**src/rtl/bin_to_bcd_serial.sv**
```systemverilog
// Serial binary-to-BCD converter (shift-and-add-3), one input bit per clock.
// Latency: done pulses in the cycle after the IN_WIDTH-th edge following the accepted start edge.
// Backpressure: start is sampled only when idle; requests while busy are dropped, not queued.
//
// Ports:
//   clk       system clock, rising edge
//   rst       synchronous active-high reset
//   start     conversion request, accepted only in IDLE
//   bin       unsigned binary input, captured on the accepted start edge
//   busy      high while a conversion is running
//   done      one-cycle pulse when bcd/overflow have just been updated
//   bcd       packed BCD result, bcd[3:0] = ones, bcd[7:4] = tens, ...
//   overflow  input exceeded 10^DIGITS-1; bcd then holds bin mod 10^DIGITS
module bin_to_bcd_serial #(
  parameter int IN_WIDTH = 8,
  parameter int DIGITS   = 3
) (
  input  logic                  clk,
  input  logic                  rst,
  input  logic                  start,
  input  logic [IN_WIDTH-1:0]   bin,
  output logic                  busy,
  output logic                  done,
  output logic [4*DIGITS-1:0]   bcd,
  output logic                  overflow
);

  localparam int BW = 4 * DIGITS;
  localparam int CW = $clog2(IN_WIDTH + 1);

  typedef enum logic {IDLE, CONVERT} state_t;

  state_t              state;
  logic [IN_WIDTH-1:0] shift_reg;
  logic [BW-1:0]       bcd_work;
  logic [BW-1:0]       adj;
  logic [BW-1:0]       work_next;
  logic                ovf_acc;
  logic                ovf_next;
  logic [CW-1:0]       cnt;

  // Per-digit add-3 correction, then the combined left shift. The bit that
  // leaves the top digit is a decimal carry out of the available digits, so
  // it marks the value as no longer representable; lower digits stay exact.
  always_comb begin
    adj = '0;
    for (int i = 0; i < DIGITS; i++) begin
      if (bcd_work[4*i +: 4] >= 4'd5)
        adj[4*i +: 4] = bcd_work[4*i +: 4] + 4'd3;
      else
        adj[4*i +: 4] = bcd_work[4*i +: 4];
    end
    work_next = {adj[BW-2:0], shift_reg[IN_WIDTH-1]};
    ovf_next  = ovf_acc | adj[BW-1];
  end

  always_ff @(posedge clk) begin
    if (rst) begin
      state     <= IDLE;
      shift_reg <= '0;
      bcd_work  <= '0;
      ovf_acc   <= 1'b0;
      cnt       <= '0;
      busy      <= 1'b0;
      done      <= 1'b0;
      bcd       <= '0;
      overflow  <= 1'b0;
    end else begin
      done <= 1'b0;
      case (state)
        IDLE: begin
          if (start) begin
            shift_reg <= bin;
            bcd_work  <= '0;
            ovf_acc   <= 1'b0;
            cnt       <= CW'(IN_WIDTH);
            busy      <= 1'b1;
            state     <= CONVERT;
          end
        end
        CONVERT: begin
          shift_reg <= shift_reg << 1;
          bcd_work  <= work_next;
          ovf_acc   <= ovf_next;
          cnt       <= cnt - CW'(1);
          // Last iteration: publish the result including this step.
          if (cnt == CW'(1)) begin
            bcd      <= work_next;
            overflow <= ovf_next;
            done     <= 1'b1;
            busy     <= 1'b0;
            state    <= IDLE;
          end
        end
        default: state <= IDLE;
      endcase
    end
  end

endmodule

```
**config.mk**
```make
export PLATFORM = sky130hd
export DESIGN_NAME = bin_to_bcd_serial
export DESIGN_NICKNAME = d
export VERILOG_FILES = /design/src/rtl/bin_to_bcd_serial.sv
export SDC_FILE = /design/constraint.sdc
export NUM_CORES = 1
export LEC_CHECK = 0
export BUFFER_PORTS_ARGS = -buffer_cell sky130_fd_sc_hd__buf_2
export CORE_MARGIN = 5
export CORE_UTILIZATION = 52
export CTS_CLUSTER_SIZE = 24
export DETAILED_ROUTE_END_ITERATION = 10
export PLACE_DENSITY = 0.79
export SYNTH_ARGS = -nofsm -noshare
export SYNTH_HDL_FRONTEND = slang
export SYNTH_SLANG_ARGS = --single-unit
```
**constraint.sdc**
```tcl
create_clock -name clk -period 1.68 [get_ports clk]
set_clock_uncertainty 0.1 [all_clocks]
set_input_delay 0.42 -clock clk [delete_from_list [all_inputs] [get_ports clk]]
set_output_delay 0.42 -clock clk [all_outputs]
set_load 0.01 [all_outputs]
```
==> results of run 1 <==
==> where the power goes <==
group / switching [mW] / total [mW] / internal, mW
registers: 0.0176 / 1.02 / 0.998
clock network: 0.354 / 0.669 / 0.315
logic: 0.0962 / 0.162 / 0.0662
==> per-stage QoR <==
stage,util,cells
floorplan,-,192
global placement,0.5990,263
detailed placement,0.5990,263
CTS,0.6239,271
global route,0.6265,271
finish,0.6265,271
==> worst max-delay path, stage by stage, from the launching register on <==
cell,delay (ps)
dfxtp_1,390
inv_1,80
ha_1,170
nand2b_1,160
a21oi_2,190
mux2i_1,280
a32o_1,150
==> worst max path at each step <==
stage | start | depth (start not counted) | endpoint
3_5_place_dp | bcd_work[1] | 6 | bcd_work[2]
6_report | bcd_work[5] | 6 | bcd_work[6]
5_1_grt | bcd_work[5] | 6 | bcd_work[6]
4_1_cts | bcd_work[1] | 6 | bcd_work[2]
3_3_place_gp | bcd_work[5] | 6 | bcd[6]
2_1_floorplan | bcd_work[0] | 6 | bcd_work[2]
==> kinds of logic after synthesis <==
logic type,Yosys count,synth area share
adder cells (fa/ha/maj),8,0.05529
AO/OA/AOI/OAI,55,0.2122
AND/OR/NAND/NOR,53,0.1472
buffers and inverters,20,0.04837
XOR/XNOR,3,0.01452
flip-flops,41,0.4534
multiplexers,12,0.06911
==> routing by layer <==
metal	GRT usage	share of wire
met5	0	0
met4	0.08460	0.025
met2	0.2659	0.47
met1	0.2023	0.46
met3	0.03924	0.048
==> cells in the final DEF (no fill, tap or decap), drive strengths merged, types with 6 or more instances in the layout <==
master / n
o21ai: 11
buf: 34
mux2i: 11
o2bb2ai: 8
ha: 8
nor3b: 6
inv: 11
a21oi: 19
nor2: 23
nand3: 7
nor3: 8
dfxtp: 41
nand2b: 6
==> final cells by class <==
class | count | area, um2
fill | 315 | 1256
multi-input combinational | 131 | 910.9
sequential | 41 | 820.8
timing repair buffer | 34 | 192.7
tap | 46 | 57.56
clock inverter | 3 | 46.29
inverter | 11 | 41.29
clock buffer | 5 | 37.54
==> repair_timing <==
action                                 in CTS  in global routing
gates resized for setup                     0                  3
endpoints found under the hold margin       0                  0
setup endpoints to repair                   0                  5
==> flow_summary.yaml, run 1 <==
status:
  outcome: "finished, final reports clean"
critical_path:
  crit_fanout: 3
  reg2regPathDepth: 6
  crit_required_ps: 1910
  path_class: "flip-flop to flip-flop"
  r2r-start: "bcd_work[5]"
  endpoint_kind: "flip-flop"
  r2r_end: "bcd_work[6]"
  r2r_slack_ps: 110
  cp.arrival_ps: 1800
  startpoint_type: "flip-flop"
floorplanning:
  core_um2: 3363
  die_y_um: 69.01
  std_cell_rows: 21
  dieWidth_um: 69.01
  die_area_um2: 4762
  io_pins: 26
  start_util: 0.5383
grt:
  grtUsageTotal: 0.1645
  grt_pass1_wl_mm: 6.396
  grt_pass1_vias: 1385
  gr-total-overflow: 0
  grt_antenna_before_repair: 0
  grt_max_degree: 30
run:
  drv_cap: 0
sta:
  setup_tns_ps: 0
  fmax_mhz: 636.4
  relSlewSlack: 0.7912
  setup-violations-final: 0
  whs_ps: 237.8
  min_period_over_period: 0.9353
  final_max_slew_viol_count: 0
  finalCriticalPeriod_ps: 1571
  worst_slew_pin_slew_ps: 313.2
  final_hold_viol_count: 0
  setup_ws_ps: 108.6
  rsz0062_at_grt: "false"
placement:
  routabilityCongestion: 0.8143
  port_buffers: 25
  postPlaceCellArea_um2: 2014
  dp_hpwl_mm: 2.605
  dp_worst_setup_slack_ps: 121.1
clock_tree:
  cts_tree: "built"
  cts_max_path_buffers: 2
  h-tree-depth: 2
  hold_buffers: 0
  root_buffer: "clkbuf_4"
  cts_made_buffers: 5
  clkSlewWorstSetupHoldPaths_ps: 140
  clock_sinks: 41
  clk-insertion-delay-late_ps: 370
  postCtsSetupRepairBufs: 0
yosys:
  synth_common_cells: "dfxtp_1, nor2_1, a21oi_1"
  synth_top_cell_by_area: "dfxtp_1"
  synth_seq_area_share: 0.4534
  ys.flop_type: "dfxtp_1"
  yosys_warnings: 0
  avgSynthCellArea_um2: 9.430
  synth_nets: 211
  ys_ff_latch: 41
  synth_edf_count: 0
  netlist_area_um2: 1810
  syn_inst: 192
  synth_top_area_frac: 0.4534
  synth.most_common_cell: "dfxtp_1"
  async_flop_share: 0
  synth_cell_types: 34
  synth_area_leaders: "dfxtp_1, mux2i_1, ha_1"
pwr:
  irDropWorstVdd_mv: 0.5773
  finalPower_mw: 1.847
  p_leak_nw: 0.8764
  power_density_nw_per_um2: 876.6
route:
  remaining_drc_errors: 0
  post_drt_wl_per_cell_um: 13.77
  num_vias: 1482
  finalWirelength_mm: 3.731
  routed_via_density: 5.469
  first_iter_violations: 83
  drtAntennaViolNets: 0
  drt_pass1_iterations: 4
cells_and_area:
  num_antenna_cells: 0
  fin_nets: 243
  areaGrowthSynthToFinish_pct: 16.38
  final_layout_size_suffix_gt1_frac: 0.2311
  stdcell_area_um2: 2107
min_path:
  min_from: "rst"
  hold_path_depth: 2
  holdPathEnd: "cnt[2]"
  hp-class: "input pin to flip-flop"
(Power assumes the default switching activity.)
==> run 2: changes to the inputs <==
--- a/config.mk
+++ b/config.mk
@@ -7,10 +7,10 @@
 export LEC_CHECK = 0
 export BUFFER_PORTS_ARGS = -buffer_cell sky130_fd_sc_hd__buf_2
 export CORE_MARGIN = 5
-export CORE_UTILIZATION = 52
+export CORE_UTILIZATION = 35
 export CTS_CLUSTER_SIZE = 24
 export DETAILED_ROUTE_END_ITERATION = 10
-export PLACE_DENSITY = 0.79
+export PLACE_DENSITY = 0.58
 export SYNTH_ARGS = -nofsm -noshare
 export SYNTH_HDL_FRONTEND = slang
 export SYNTH_SLANG_ARGS = --single-unit
==> run 2 against run 1 <==
  * Utilization shrank 20 points
  * Non-clock buffer count is the same
  * Sequential power is essentially flat
  * Die area grew 41%
  * Combinational power is essentially flat
  * Power grew 8.6%
  * Global-route usage shrank 4.7 points
  * Sequential cell count is the same
  * Clock-buffer cell count grew 2
  * Fmax grew 0.35%
  * Worst setup slack gained 5.6 ps
  * Largest cell class unchanged
  * Highest routed layer unchanged
==> flow_summary.yaml, run 2 (same netlist as run 1, synthesis figures left out) <==
cells_and_area:
  layout_common_cells: "dfxtp_1, buf_2, nor2_1"
  fillers: 521
  final_cells: 295
  mostFrequentLayoutCell: "dfxtp_1"
  areaGrowthSynthToFinish_pct: 19.63
  final_layout_size_suffix_gt1_frac: 0.2222
  fin_nets: 243
  num_antenna_cells: 0
route:
  post_drt_wl_per_cell_um: 12.64
  num_vias: 1401
  drt_pass1_iterations: 4
  routed_via_density: 4.749
  drtAntennaViolNets: 0
  remaining_drc_errors: 0
  finalWirelength_mm: 3.729
  first_iter_violations: 43
pwr:
  irDropWorstVdd_mv: 0.7708
  p_switching_mw: 0.4568
  power_density_nw_per_um2: 926.0
  seqPwrFrac: 0.506
  pwr-share-comb: 0.082
  swShare: 0.2278
  clkPwrFrac: 0.412
  intPower_mw: 1.549
  p_leak_nw: 0.8962
  finalPower_mw: 2.006
placement:
  routabilityCongestion: 0.7194
  place_inst: 287
  dp_hpwl_mm: 2.607
  port_buffers: 25
sta:
  worst_slew_pin_slew_ps: 313.6
  min_period_over_period: 0.9320
  final_hold_viol_count: 0
  final_max_slew_viol_count: 0
  relSlewSlack: 0.7909
  setup_tns_ps: 0
  fmax_mhz: 638.6
  finalCriticalPeriod_ps: 1566
  rsz0062_at_grt: "false"
  setup-violations-final: 0
floorplanning:
  std_cell_rows: 26
  dieWidth_um: 81.92
  io_pins: 26
  die_area_um2: 6711
  core_um2: 5075
  die_y_um: 81.92
  start_util: 0.3568
grt:
  grt_pass1_wl_mm: 5.996
  grtUsageTotal: 0.1180
  grt_antenna_before_repair: 0
  grt_pass1_vias: 1286
  gr-total-overflow: 0
  grt_max_degree: 17
clock_tree:
  clk-insertion-delay-late_ps: 290
  h-tree-depth: 2
  clkSlewWorstSetupHoldPaths_ps: 80
  postCtsSetupRepairBufs: 0
  cts_max_path_buffers: 2
  cts_made_buffers: 5
  root_buffer: "clkbuf_8"
  cts_tree: "built"
  hold_buffers: 0
  clock_sinks: 41
  ctsResizeCount: 0
critical_path:
  crit_fanout: 3
  path_class: "flip-flop to flip-flop"
  startpoint_type: "flip-flop"
  endpoint_kind: "flip-flop"
  cp.arrival_ps: 1690
  crit_required_ps: 1810
run:
  drv_cap: 0
min_path:
  hp-class: "input pin to flip-flop"
status:
  outcome: "finished, final reports clean"
## run 2: power groups by stage
| stage | sequential, mW | combinational, mW | clock (mW) |
|---|---|---|---|
| 3_5_place_dp | 1.04 | 0.166 | 0 |
| 6_report | 1.01 | 0.164 | 0.827 |
| 2_1_floorplan | 1.03 | 0.115 | 0 |
| 3_3_place_gp | 1.04 | 0.163 | 0 |
| 4_1_cts | 1.01 | 0.167 | 0.843 |
| 5_1_grt | 1.02 | 0.186 | 0.883 |
## run 2: path summary, 6_finish.rpt
path	slack (ps)	depth (start not counted)	start	end
max reg2reg	110	6	bcd_work[1]	bcd_work[2]
min	310	3	bin[0]	shift_reg[0]
max	110	6	bcd_work[1]	bcd_work[2]
min reg2reg	360	1	bcd[4]	bcd[4]
## run 2: cell type report
cell class	instances	area, um2	area share
sequential	41	822.0	0.3795
multi-input combinational	131	905.9	0.4183
timing repair buffer	34	192.7	0.08897
clock inverter	1	30.03	0.01386
inverter	11	41.29	0.01906
clock buffer	7	86.33	0.03986
tap	70	87.58	0.04044
## run 2: worst max-delay path, stage by stage, from the launching register on
cell and delay, ps:
dfxtp_1 360, inv_1 80, ha_1 170, nand2b_1 140, a21o_1 210, mux2_4 320
o21ai_2 120
## run 2: routing by layer
layer  GRT usage  vias up  share of wire
li1            -      750              -
met1      0.1513      618           0.51
met2      0.1793       27           0.42
met3     0.04057        6          0.056
met4     0.04983        0          0.014
met5           0        -              0
## run 2: stage by stage
| step | worst slack, ps | hold slack, ps | util | instance area (um2) |
|---|---|---|---|---|
| 6_report | 114.2 | 308.3 | 0.4268 | 2166 |
| 5_1_grt | 25.28 | 333.3 | 0.4268 | 2166 |
| 4_1_cts | 101.2 | 309.8 | 0.4258 | 2161 |
| 3_5_place_dp | 137.0 | 343.8 | 0.4029 | 2044 |
| 3_3_place_gp | 144.8 | 342.4 | 0.4029 | 2044 |
| 2_1_floorplan | 189.7 | 351.6 | - | 1810 |
